**src/rtl/multiple_transfer_sequencer.sv**
```systemverilog
// Load/store-multiple sequencer: walks a 16-bit register list in ascending order, issues one
// word transfer per set bit over a req/ack memory port and produces the base writeback.
module multiple_transfer_sequencer #(
    parameter int unsigned ADDR_W = 32,
    parameter int unsigned DATA_W = 32
) (
    input  logic              clk,
    input  logic              reset_n,
    input  logic              start,
    input  logic [15:0]       reg_list,
    input  logic [ADDR_W-1:0] base_addr,
    input  logic [3:0]        base_reg,
    input  logic              load,
    input  logic              pre,
    input  logic              up,
    input  logic              writeback,
    output logic              busy,
    output logic              done,
    output logic [3:0]        rf_addr,
    input  logic [DATA_W-1:0] rf_rd_data,
    output logic              rf_wr_en,
    output logic [DATA_W-1:0] rf_wr_data,
    output logic              mem_req,
    output logic              mem_we,
    output logic [ADDR_W-1:0] mem_addr,
    output logic [DATA_W-1:0] mem_wdata,
    input  logic [DATA_W-1:0] mem_rdata,
    input  logic              mem_ack,
    output logic              base_wb_en,
    output logic [ADDR_W-1:0] base_wb_value
);

    localparam int unsigned LIST_W = 16;
    localparam int unsigned IDX_W  = 4;
    localparam int unsigned CNT_W  = 5;
    localparam logic [ADDR_W-1:0] ADDR_STEP = ADDR_W'(4);

    typedef enum logic [2:0] {
        S_IDLE,
        S_SETUP,
        S_ISSUE,
        S_XFER,
        S_LOADWR,
        S_WB,
        S_FIN
    } state_t;

    state_t state, next_state;

    logic [LIST_W-1:0] list_q, rem_q, rem_next;
    logic [ADDR_W-1:0] base_q, span, first_addr, final_addr;
    logic [IDX_W-1:0]  base_reg_q;
    logic              load_q, pre_q, up_q, wb_q;
    logic [CNT_W-1:0]  count;
    logic              has_more, advance, wb_allowed;
    logic              busy_nxt, done_nxt, mem_req_nxt, mem_we_nxt, rf_wr_en_nxt, base_wb_en_nxt;

    function automatic logic [CNT_W-1:0] count_ones(input logic [LIST_W-1:0] v);
        logic [CNT_W-1:0] c;
        c = '0;
        for (int i = 0; i < LIST_W; i++) c = c + CNT_W'(v[i]);
        return c;
    endfunction

    function automatic logic [IDX_W-1:0] lowest_set(input logic [LIST_W-1:0] v);
        logic [IDX_W-1:0] r;
        r = '0;
        for (int i = LIST_W - 1; i >= 0; i--) if (v[i]) r = IDX_W'(i);
        return r;
    endfunction

    // Address block arithmetic: lowest register always sits at the lowest address.
    always_comb begin
        count      = count_ones(list_q);
        span       = ADDR_W'(count) << 2;
        final_addr = up_q ? base_q + span : base_q - span;
        case ({pre_q, up_q})
            2'b01:   first_addr = base_q;
            2'b11:   first_addr = base_q + ADDR_STEP;
            2'b00:   first_addr = base_q - span + ADDR_STEP;
            default: first_addr = base_q - span;
        endcase
        rem_next   = rem_q & ~(LIST_W'(1) << rf_addr);
        has_more   = |rem_next;
        advance    = ((state == S_XFER) && mem_ack && !load_q) || (state == S_LOADWR);
        wb_allowed = wb_q && !(load_q && list_q[base_reg_q]);
    end

    // State register together with the registered control outputs.
    always_ff @(posedge clk) begin
        if (!reset_n) begin
            state      <= S_IDLE;
            busy       <= 1'b0;
            done       <= 1'b0;
            mem_req    <= 1'b0;
            mem_we     <= 1'b0;
            rf_wr_en   <= 1'b0;
            base_wb_en <= 1'b0;
        end else begin
            state      <= next_state;
            busy       <= busy_nxt;
            done       <= done_nxt;
            mem_req    <= mem_req_nxt;
            mem_we     <= mem_we_nxt;
            rf_wr_en   <= rf_wr_en_nxt;
            base_wb_en <= base_wb_en_nxt;
        end
    end

    always_comb begin
        next_state = state;
        case (state)
            S_IDLE:   if (start) next_state = S_SETUP;
            S_SETUP:  next_state = (list_q == '0) ? S_FIN : S_ISSUE;
            S_ISSUE:  next_state = S_XFER;
            S_XFER: begin
                if (mem_ack) begin
                    if (load_q)        next_state = S_LOADWR;
                    else if (has_more) next_state = S_ISSUE;
                    else               next_state = S_WB;
                end
            end
            S_LOADWR: next_state = has_more ? S_ISSUE : S_WB;
            S_WB:     next_state = S_FIN;
            S_FIN:    next_state = S_IDLE;
            default:  next_state = S_IDLE;
        endcase
    end

    // Control outputs are decoded from the upcoming state so they line up with it once registered.
    always_comb begin
        busy_nxt       = 1'b0;
        done_nxt       = 1'b0;
        mem_req_nxt    = 1'b0;
        mem_we_nxt     = 1'b0;
        rf_wr_en_nxt   = 1'b0;
        base_wb_en_nxt = 1'b0;
        busy_nxt       = (next_state != S_IDLE);
        done_nxt       = (next_state == S_FIN);
        mem_req_nxt    = (next_state == S_XFER);
        mem_we_nxt     = (next_state == S_XFER) && !load_q;
        rf_wr_en_nxt   = (next_state == S_LOADWR);
        base_wb_en_nxt = (next_state == S_WB) && wb_allowed;
    end

    // Operand latch and transfer datapath.
    always_ff @(posedge clk) begin
        if (!reset_n) begin
            list_q        <= '0;
            rem_q         <= '0;
            base_q        <= '0;
            base_reg_q    <= '0;
            load_q        <= 1'b0;
            pre_q         <= 1'b0;
            up_q          <= 1'b0;
            wb_q          <= 1'b0;
            rf_addr       <= '0;
            rf_wr_data    <= '0;
            mem_addr      <= '0;
            mem_wdata     <= '0;
            base_wb_value <= '0;
        end else begin
            if ((state == S_IDLE) && start) begin
                list_q     <= reg_list;
                base_q     <= base_addr;
                base_reg_q <= base_reg;
                load_q     <= load;
                pre_q      <= pre;
                up_q       <= up;
                wb_q       <= writeback;
            end
            if (state == S_SETUP) begin
                rem_q         <= list_q;
                rf_addr       <= lowest_set(list_q);
                mem_addr      <= first_addr;
                base_wb_value <= final_addr;
            end
            if ((state == S_ISSUE) && !load_q) mem_wdata <= rf_rd_data;
            if ((state == S_XFER) && mem_ack && load_q) rf_wr_data <= mem_rdata;
            if (advance) begin
                rem_q <= rem_next;
                if (has_more) begin
                    rf_addr  <= lowest_set(rem_next);
                    mem_addr <= mem_addr + ADDR_STEP;
                end
            end
        end
    end

endmodule
```
**config.mk**
```make
export PLATFORM = sky130hd
export DESIGN_NAME = multiple_transfer_sequencer
export DESIGN_NICKNAME = d
export VERILOG_FILES = /design/src/rtl/multiple_transfer_sequencer.sv
export SDC_FILE = /design/constraint.sdc
export NUM_CORES = 1
export LEC_CHECK = 0
export CORE_AREA = 5 5 143 200
export DETAILED_ROUTE_END_ITERATION = 7
export DIE_AREA = 0 0 148 205
export PLACE_DENSITY = 0.8
export SYNTH_ARGS = -nofsm -noshare
export SYNTH_HDL_FRONTEND = slang
export SYNTH_SLANG_ARGS = --single-unit
```
**constraint.sdc**
```tcl
create_clock -name clk -period 20.1 [get_ports clk]
set_clock_uncertainty 0.15 [all_clocks]
set_input_delay 2.01 -clock clk [delete_from_list [all_inputs] [get_ports clk]]
set_output_delay 2.01 -clock clk [all_outputs]
set_load 0.02 [all_outputs]
```
==> impl_metrics.py, run 1 <==
metrics = {
    "timing": {
        "slew-limit-headroom_pct": 26.01,
        "setup_viol": 0,
        "slew_viol_final": 0,
        "finalCritPeriodShare_pct": 37.57,
        "clock.fmax_mhz": 132.4,
        "period_minus_slack_ns": 7.552,
        "worstMarginPinSlew_ns": 1.101,
        "rsz0062_at_grt": "false",
        "setup_tns_ns": 0,
        "final-hold-violation-count": 0,
    },
    "layout": {
        "stdcell_area_um2": 16450,
        "final_net_count": 2134,
        "utilization_pct": 61.93,
        "n_fill_cell": 2450,
        "drive_gt1_share_pct": 4.317,
        "regArea_um2": 4264,
        "diodes": 0,
        "stdcell_count": 2320,
        "synthToLayoutAreaGrowth_pct": 25.78,
        "multiInputGateArea_um2": 8122,
    },
    "logic_synthesis": {
        "synth_warnings": 0,
        "synth_edf_count": 0,
        "yosysSeqAreaShare_pct": 32.60,
        "synth_top_area_share_pct": 32.60,
        "synth.area.top_cells": "dfxtp_1 33%, nand2_1 11%, a21oi_1 9.1%",
        "synth_seq_cells": 213,
        "syn_area_per_cell_um2": 7.226,
        "synth_ff_type": "dfxtp_1",
        "syn_inst": 1810,
        "synth_nets": 1968,
        "synth.distinct_cells": 83,
        "syn_area_um2": 13080,
        "yosys.area.top_type": "dfxtp_1",
        "synthArstFlopShare_pct": 0,
    },
    "worst_setup_path": {
        "cpPeakStageDelay_ns": 0.69,
        "arrival_ns": 7.88,
        "path_common_cell": "fa_1",
        "crit_path_end_kind": "register",
        "slowest_stage": "a222oi_1",
        "start_kind": "register",
        "crit_path_cell_trace": "inv_1 -> fa_1 -> fa_1 -> fa_1 -> fa_1 -> inv_1 -> ha_1 -> fa_1 -> a21o_1 -> and2_1 -> ha_1 -> nor4_1 -> or2_1 -> o31ai_1 -> a222oi_1 -> o211a_1 -> and4_1 -> a21oi_2 -> a2111oi_2 -> o221a_1",
        "cp.required_ns": 20.42,
        "critPathMaxFanout": 12,
        "critPathKind": "register to register",
    },
    "detailed_routing": {
        "wl_per_cell_um": 20.21,
        "final_antenna_net_count": 0,
        "post-route-drc-count": 0,
        "drt-pass1-iter-count": 7,
        "vias": 14100,
        "routed_wl_um": 46890,
        "vias_per_cell": 6.078,
        "drt-initial-drc-count": 1139,
    },
    "clocking": {
        "cts_buffer_depth": 3,
        "cts_setup_buffers": 0,
        "post_cts_resized": 0,
        "clock-sinks": 213,
        "hold_buffers": 0,
        "htree_levels": 1,
        "cts-root-buf": "clkbuf_16",
        "cts_buffers": 23,
        "cts_tree": "yes",
        "clk_pin_slew_ns": 0.06,
        "worstSkewPairLatency_ns": 0.53,
    },
    "global_route": {
        "grt_pass1_vias": 13156,
        "grt_max_degree": 97,
        "grt_pass1_wl_um": 71550,
        "overflow": 0,
        "grt_use_total_pct": 29.23,
        "antenna_found_initial": 0,
    },
    "place": {
        "place_inst": 2279,
        "gp_congestion": 0.9730,
        "port_buffers": 261,
        "post-dp-hpwl_um": 34860,
        "place_area_um2": 15730,
    },
    "floorplanning": {
        "ios": 262,
        "rows": 71,
        "core_um2": 26560,
        "die-width_um": 148,
        "die_h_um": 205,
        "dieArea_um2": 30340,
        "initial_core_util_pct": 49.24,
    },
    "min_path": {
        "hold_class": "register to register",
    },
    "power": {
        "p_leak_nw": 5.848,
        "p_per_area_nw_per_um2": 120.4,
        "vdd.ir_drop.worst_v": 0.00007556,
    },
    "outcome": {
        "status": "complete, no violations",
    },
    "run": {
        "max-cap-violations": 0,
    },
}
==> per-layer routing <==
layer,vias up,track usage (%),share of wire [%]
met3,154,4.359,7.6
met4,0,18.32,6.8
met2,661,51.14,49
met5,-,0,0
met1,6580,33.21,37
li1,6705,-,-
==> where the power goes <==
group | switching [mW] | internal (mW) | total, mW
Clock | 0.178 | 0.235 | 0.413
Combinational | 0.630 | 0.394 | 1.02
Sequential | 0.0731 | 0.471 | 0.544
Total | 0.881 | 1.10 | 1.98
==> critical path, delay by kind of cell (launching register included) <==
family / cells / cell delay (ns)
AO/OA/AOI/OAI: 7 / 2.06
buffers and inverters: 2 / 0.16
flip-flops: 1 / 0.41
AND/OR/NAND/NOR: 4 / 1.66
adder cells (fa/ha/maj): 7 / 3.05
==> registers in the layout, summed over array words and instances (netlist names), 3 cells and up <==
signal,count
rf_addr,4
rf_wr_data,32
state,3
mem_addr,32
base_reg_q,4
base_wb_value,32
base_q,32
list_q,16
mem_wdata,32
rem_q,16
==> synth_stat cells, types with 12 or more instances <==
cell      number
inv_1         51
buf_1         17
a211oi_1      14
nand2_1      400
nand3_1       49
nand2b_1      16
nand4_1       24
xnor2_1       57
ha_1          22
xor2_1        26
o211ai_1      12
clkbuf_1     112
a21o_1        13
o21ai_0       85
and3_1        26
nor2_1       106
or3_1         13
a21oi_1      237
o22ai_1       17
a22oi_1       18
fa_1          12
a31oi_1       25
nor3_1        44
dfxtp_1      213
nor4_1        28
==> layout by cell type (no fill, tap or decap), drive strengths merged, types with 26 or more instances in the layout <==
cell type      instances
clkbuf                31
and3                  26
nor4                  31
nand3                 49
nand2                400
a21oi                238
xor2                  26
dfxtp                213
nor2                 106
clkdlybuf4s50        261
o21ai                 85
inv                   52
nor3                  44
xnor2                 57
==> final cells by class <==
cell class	count	share of cell area, %
inverters	52	1.202
repair buffers	277	16.61
flip-flops and latches	213	25.92
clock buffers	31	3.864
well taps	328	2.495
multi-input cells	1409	49.37
clock inverters	10	0.5400
==> worst paths after layout <==
path	start	to	slack [ns]	cells past startpoint
max	list_q[0]$_SDFFE_PN0P_	mem_addr[29]$_SDFF_PN0_	12.55	20
min	base_wb_value[29]$_SDFFE_PN0P_	base_wb_value[29]$_SDFFE_PN0P_	0.30	2
max reg2reg	list_q[0]$_SDFFE_PN0P_	mem_addr[29]$_SDFF_PN0_	12.55	20
min reg2reg	base_wb_value[29]$_SDFFE_PN0P_	base_wb_value[29]$_SDFFE_PN0P_	0.30	2
==> cells by family (layout without fill, tap and decap cells) <==
logic type,count (synthesis),in the layout,synth area share (%)
AO/OA/AOI/OAI,509,509,23.72
multiplexers,9,9,1.177
AND/OR/NAND/NOR,774,774,27.43
adder cells (fa/ha/maj),34,34,3.941
buffers and inverters,188,370,5.577
flip-flops,213,213,32.60
XOR/XNOR,83,83,5.558
==> metrics by stage <==
stage | setup slack (ns) | total power, mW | hold slack [ns]
finish | 12.55 | 1.981 | 0.2979
global route | 12.04 | 2.095 | 0.3211
CTS | 12.60 | 1.971 | 0.3022
detailed placement | 12.66 | 1.553 | 0.2939
global placement | 12.82 | 1.544 | 0.2907
floorplan | 13.64 | 1.227 | 0.2722
Note: power is estimated with default switching activity, not from simulation.
==> run 2: changes to the inputs <==
Settings changed: CORE_AREA 5 5 143 200 to 5 5 146 204, DIE_AREA 0 0 148 205 to 0 0 151 209.
Clock period 20.1 ns to 6.5 ns, I/O delays scaled along.
==> run 2 against run 1 <==
Against the previous run: die area rose by 4.0%; global-route usage fell by 0.12 points; core utilization fell by 0.69 points; final cell count rose by 4.5%.
==> impl_metrics.py, run 2 (synthesized netlist as in run 1, its figures left out) <==
metrics = {
    "outcome": {
        "status": "complete, no violations",
    },
    "layout": {
        "layout.cells.most_common": "nand2_1",
        "stdcell_area_um2": 17120,
        "final_net_count": 2191,
        "stdcell_count": 2425,
        "utilization_pct": 61.25,
        "drive_gt1_share_pct": 8.109,
        "n_fill_cell": 2580,
        "synthToLayoutAreaGrowth_pct": 30.88,
        "layout_common_cells": "400 x nand2_1, 261 x clkdlybuf4s50_1, 236 x a21oi_1",
    },
    "run": {
        "max-cap-violations": 0,
    },
    "power": {
        "p_per_area_nw_per_um2": 376.7,
        "vdd.ir_drop.worst_v": 0.0003133,
        "p_leak_nw": 6.167,
        "total_power_mw": 6.448,
    },
    "floorplanning": {
        "initial_core_util_pct": 46.79,
        "ios": 262,
        "die-width_um": 151,
        "dieArea_um2": 31560,
        "core_um2": 27950,
        "rows": 73,
        "die_h_um": 209,
    },
    "min_path": {
        "hp-start": "wb_q$_SDFFE_PN0P_",
        "holdPathStages": 2,
        "hold_end": "base_wb_en$_SDFF_PN0_",
        "hold_class": "register to register",
    },
    "worst_setup_path": {
        "crit_family": "adder cells",
        "reg2reg_depth": 20,
        "timing.rr.end": "mem_addr[29]$_SDFF_PN0_",
        "critPathMaxFanout": 9,
        "cp_num_cells": 20,
        "crit_path_end_kind": "register",
        "critPathBufInv": 4,
        "arrival_ns": 6.62,
        "r2r_setup_slack_ns": 0.20,
        "start_kind": "register",
        "crit_path_cell_trace": "inv_1 -> fa_1 -> fa_1 -> fa_2 -> fa_1 -> inv_1 -> ha_4 -> fa_2 -> xor2_2 -> inv_1 -> ha_4 -> o311a_4 -> buf_4 -> or4_4 -> or3_1 -> a21oi_1 -> and4_4 -> a21oi_2 -> a2111oi_4 -> o221a_1",
        "r2r_start": "list_q[15]$_SDFFE_PN0P_",
        "cp.required_ns": 6.82,
        "critPathKind": "register to register",
        "slowest_stage": "fa_1",
        "cpPeakStageDelay_ns": 0.57,
    },
    "clocking": {
        "worstSkewPairLatency_ns": 0.53,
        "cts_buffer_depth": 3,
        "clk_pin_slew_ns": 0.07,
        "clock-sinks": 213,
        "htree_levels": 1,
        "cts-root-buf": "clkbuf_16",
        "cts_tree": "yes",
        "cts_buffers": 22,
    },
    "global_route": {
        "grt_use_total_pct": 29.11,
        "antenna_found_initial": 2,
        "grt_max_degree": 79,
        "grt_pass1_wl_um": 73990,
        "grt_pass1_vias": 13589,
        "overflow": 0,
    },
    "timing": {
        "rsz0062_at_grt": "true",
        "slew_viol_final": 0,
        "period_minus_slack_ns": 6.295,
        "worstMarginPinSlew_ns": 1.104,
        "finalCritPeriodShare_pct": 96.85,
        "final-hold-violation-count": 0,
        "clock.fmax_mhz": 158.8,
        "layout_setup_ws_ns": 0.2046,
        "slew-limit-headroom_pct": 26.43,
        "setup_viol": 0,
    },
    "detailed_routing": {
        "drt-initial-drc-count": 1113,
        "wl_per_cell_um": 20.05,
        "final_antenna_net_count": 0,
        "routed_wl_um": 48620,
        "drt-pass1-iter-count": 6,
        "vias": 14444,
        "post-route-drc-count": 0,
        "vias_per_cell": 5.956,
    },
    "place": {
        "gp_congestion": 0.9959,
        "post-dp-hpwl_um": 36440,
        "place_area_um2": 16150,
        "port_buffers": 261,
        "place_ws_ns": -0.02560,
        "place_inst": 2375,
    },
}
run 2: cell types whose count changed in the layout (fill, tap and decap cells not counted), moves of 2 or more:
cell,previous run,this run
ha_4,0,6
fa_1,12,10
ha_2,0,2
buf_4,16,72
nor4_2,2,4
diode_2,0,3
clkbuf_1,5,2
clkbuf_8,3,5
buf_6,0,2
fa_2,0,2
nor4_1,28,26
ha_1,22,14
run 2: cell type report:
| type | count | area, µm² | share of cell area, % |
|---|---|---|---|
| Antenna cell | 3 | 7.507 | 0.04386 |
| Clock buffer | 29 | 626.9 | 3.662 |
| Clock inverter | 9 | 87.58 | 0.5117 |
| Inverter | 52 | 197.7 | 1.155 |
| Multi-Input combinational cell | 1409 | 8288 | 48.42 |
| Sequential cell | 213 | 4265 | 24.92 |
| Tap cell | 375 | 469.2 | 2.741 |
| Timing Repair Buffer | 335 | 3176 | 18.55 |
run 2: how the worst max path moves through the flow:
stage	start	endpoint	slack [ns]
4_1_cts	list_q[0]$_SDFFE_PN0P_	mem_addr[29]$_SDFF_PN0_	0.02
6_report	list_q[15]$_SDFFE_PN0P_	mem_addr[29]$_SDFF_PN0_	0.20
3_3_place_gp	list_q[0]$_SDFFE_PN0P_	mem_addr[29]$_SDFF_PN0_	0.09
5_1_grt	list_q[15]$_SDFFE_PN0P_	mem_addr[19]$_SDFF_PN0_	-0.13
3_5_place_dp	list_q[0]$_SDFFE_PN0P_	mem_addr[29]$_SDFF_PN0_	-0.03
2_1_floorplan	list_q[0]$_SDFFE_PN0P_	mem_addr[29]$_SDFF_PN0_	0.04
run 2: tightest hold or removal path, stage by stage (launching register included):
cell and delay (ns):
dfxtp_1 0.31, nand3_1 0.06, nor2_1 0.04
run 2: metal layers:
layer | routed length (µm) | global-route usage [%]
met5 | 0 | 0
met4 | 2818 | 16.15
met3 | 3665 | 4.685
met2 | 24700 | 52.17
met1 | 17440 | 32.16
run 2: power by group:
group / switching [mW] / internal [mW] / leakage [nW]
Sequential: 0.225 / 1.46 / 1.73
Clock: 0.545 / 0.719 / 0.354
Combinational: 2.07 / 1.44 / 4.08
run 2: repair_timing:
action,CTS,global route
buffers inserted,1,8
endpoints found under the setup margin,1,21
hold buffers,0,0
pin swaps,0,15
gates resized for setup,2,28
run 2: per-stage QoR:
stage / hold WS, ns / TNS [ns]
2_1_floorplan: 0.2722 / 0
3_3_place_gp: 0.2862 / 0
3_5_place_dp: 0.2942 / -0.02560
4_1_cts: 0.3026 / 0
5_1_grt: 0.3203 / -0.2643
6_report: 0.2985 / 0
==> run 3: changes to the inputs <==
Settings changed: CORE_AREA 5 5 146 204 to 2 2 143 201, DIE_AREA 0 0 151 209 to 0 0 145 203.
==> run 3 against run 2 <==
Against the previous run: combinational power is essentially flat; critical endpoint is now mem_addr[19]$_SDFF_PN0_; non-clock buffer count increased by 10; sequential cell count stayed put; sequential power hardly changed; final cell count up 0.12%; worst setup slack worse by 0.030 ns; die area fell by 6.7%; clock power decreased by 3%; sequential share of layout area is 0.073 points higher.
==> impl_metrics.py, run 3 (synthesized netlist as in run 1, its figures left out) <==
metrics = {
    "outcome": {
        "status": "complete, no violations",
    },
    "power": {
        "total_power_mw": 6.440,
        "p_switching_mw": 2.808,
        "combinationalPowerShare_pct": 54.9,
        "p_per_area_nw_per_um2": 377.1,
        "p_leak_nw": 6.175,
        "swShare_pct": 43.60,
        "seqPwrFrac_pct": 26.1,
        "vdd.ir_drop.worst_v": 0.0002734,
        "clkPwrFrac_pct": 19.0,
        "internal-power_mw": 3.632,
    },
    "global_route": {
        "grt_max_degree": 71,
        "antenna_found_initial": 0,
        "grt_pass1_wl_um": 75270,
        "grt_use_total_pct": 31.59,
        "grt_pass1_vias": 13915,
        "overflow": 0,
    },
    "worst_setup_path": {
        "slowest_stage": "fa_2",
        "path_common_cell": "fa_1",
        "crit_path_cell_trace": "inv_1 -> fa_1 -> fa_1 -> fa_1 -> fa_2 -> inv_1 -> ha_2 -> fa_2 -> a21o_1 -> and2_4 -> ha_4 -> buf_6 -> nor2_1 -> o311a_4 -> or4_4 -> a222oi_1 -> buf_4 -> o211a_1 -> buf_4 -> nand3_1 -> xnor2_1 -> a211oi_1 -> a2111oi_0",
        "critPathMaxFanout": 7,
        "critPathBufInv": 5,
        "start_kind": "register",
        "crit_family": "adder cells",
        "critPathKind": "register to register",
        "arrival_ns": 6.56,
        "crit_path_end_kind": "register",
        "cp.required_ns": 6.74,
        "cpPeakStageDelay_ns": 0.57,
    },
    "clocking": {
        "hold_buffers": 0,
        "cts_tree": "yes",
        "clk_pin_slew_ns": 0.06,
        "cts_buffer_depth": 3,
        "htree_levels": 1,
        "clock-sinks": 213,
        "worstSkewPairLatency_ns": 0.52,
        "cts_buffers": 22,
        "cts-root-buf": "clkbuf_16",
    },
    "layout": {
        "regArea_um2": 4268,
        "stdcell_count": 2428,
        "drive_gt1_share_pct": 8.163,
        "stdcell_area_um2": 17080,
        "diodes": 0,
        "n_fill_cell": 2479,
        "final_net_count": 2201,
        "synthToLayoutAreaGrowth_pct": 30.57,
        "layout.cells.most_common": "nand2_1",
        "utilization_pct": 62.15,
        "multiInputGateArea_um2": 8214,
        "layout_common_cells": "400 x nand2_1, 261 x clkdlybuf4s50_1, 236 x a21oi_1",
    },
    "timing": {
        "clock.fmax_mhz": 158.1,
        "rsz0062_at_grt": "true",
        "layout_setup_ws_ns": 0.1747,
        "slew-limit-headroom_pct": 27.47,
        "worstMarginPinSlew_ns": 1.085,
        "slew_viol_final": 0,
        "final-hold-violation-count": 0,
        "period_minus_slack_ns": 6.325,
        "setup_viol": 0,
        "timing.hold.ws_ns": 0.3022,
        "finalCritPeriodShare_pct": 97.31,
        "setup_tns_ns": 0,
    },
    "floorplanning": {
        "ios": 262,
        "initial_core_util_pct": 47.60,
        "die_h_um": 203,
        "rows": 72,
        "dieArea_um2": 29440,
        "die-width_um": 145,
        "core_um2": 27480,
    },
    "detailed_routing": {
        "highest_layer": "met4",
        "met1Wirelength_um": 17810,
        "routed_wl_um": 48230,
        "vias_per_cell": 5.949,
        "drt-pass1-iter-count": 5,
        "wl_per_cell_um": 19.86,
        "post-route-drc-count": 0,
        "final_antenna_net_count": 0,
        "wl_met3_um": 3028,
        "wl_met2_um": 23950,
        "vias": 14444,
        "drt-initial-drc-count": 1290,
    },
    "place": {
        "place_inst": 2383,
        "post-dp-hpwl_um": 36290,
        "place_ws_ns": -0.1813,
        "port_buffers": 261,
        "gp_congestion": 0.9454,
        "place_area_um2": 16240,
    },
    "min_path": {
        "hold_class": "register to register",
    },
    "run": {
        "max-cap-violations": 0,
    },
}
-- run 3: power by group through the flow --
stage	Sequential, mW	Clock, mW	Combinational, mW
finish	1.68	1.22	3.53
global route	1.70	1.30	3.81
CTS	1.67	1.24	3.41
detailed placement	1.70	0	3.34
global placement	1.69	0	3.32
floorplan	1.72	0	2.08
-- run 3: repair_timing --
item	4_1_cts	5_1_grt
setup buffers	3	3
endpoints found under the setup margin	14	21
resized for setup	9	15
hold endpoints to repair	0	0
pin swaps	10	14
-- run 3: path summary, 6_finish.rpt --
| check | from | to | slack (ns) | cells after the start |
|---|---|---|---|---|
| hold reg to reg | wb_q$_SDFFE_PN0P_ | base_wb_en$_SDFF_PN0_ | 0.30 | 2 |
| hold / removal | wb_q$_SDFFE_PN0P_ | base_wb_en$_SDFF_PN0_ | 0.30 | 2 |
| setup reg to reg | list_q[5]$_SDFFE_PN0P_ | mem_addr[19]$_SDFF_PN0_ | 0.17 | 23 |
| setup / recovery | list_q[5]$_SDFFE_PN0P_ | mem_addr[19]$_SDFF_PN0_ | 0.17 | 23 |
-- run 3: worst reg2reg max path, delay by kind of cell, from the launching register on --
family,cells,cell delay (ns)
buffers and inverters,5,0.57
AOI/OAI and AO/OA,6,1.26
DFF,1,0.32
and+or+nand+nor,4,0.84
xor gates and xnor gates,1,0.15
adders and majority gates,7,2.90
-- run 3: per-layer routing --
layer / track usage (%) / vias to the layer above
met4: 21.53 / 0
li1: - / 6834
met3: 4.472 / 174
met5: 0 / -
met2: 56.19 / 690
met1: 34.86 / 6746
-- run 3: layout make-up --
class,count,area share [%]
clock buffers,37,3.971
clock inverters,2,0.05861
inverters,52,1.158
multi-input cells,1409,48.10
flip-flops and latches,213,24.99
well taps,370,2.711
repair buffers,345,19.01
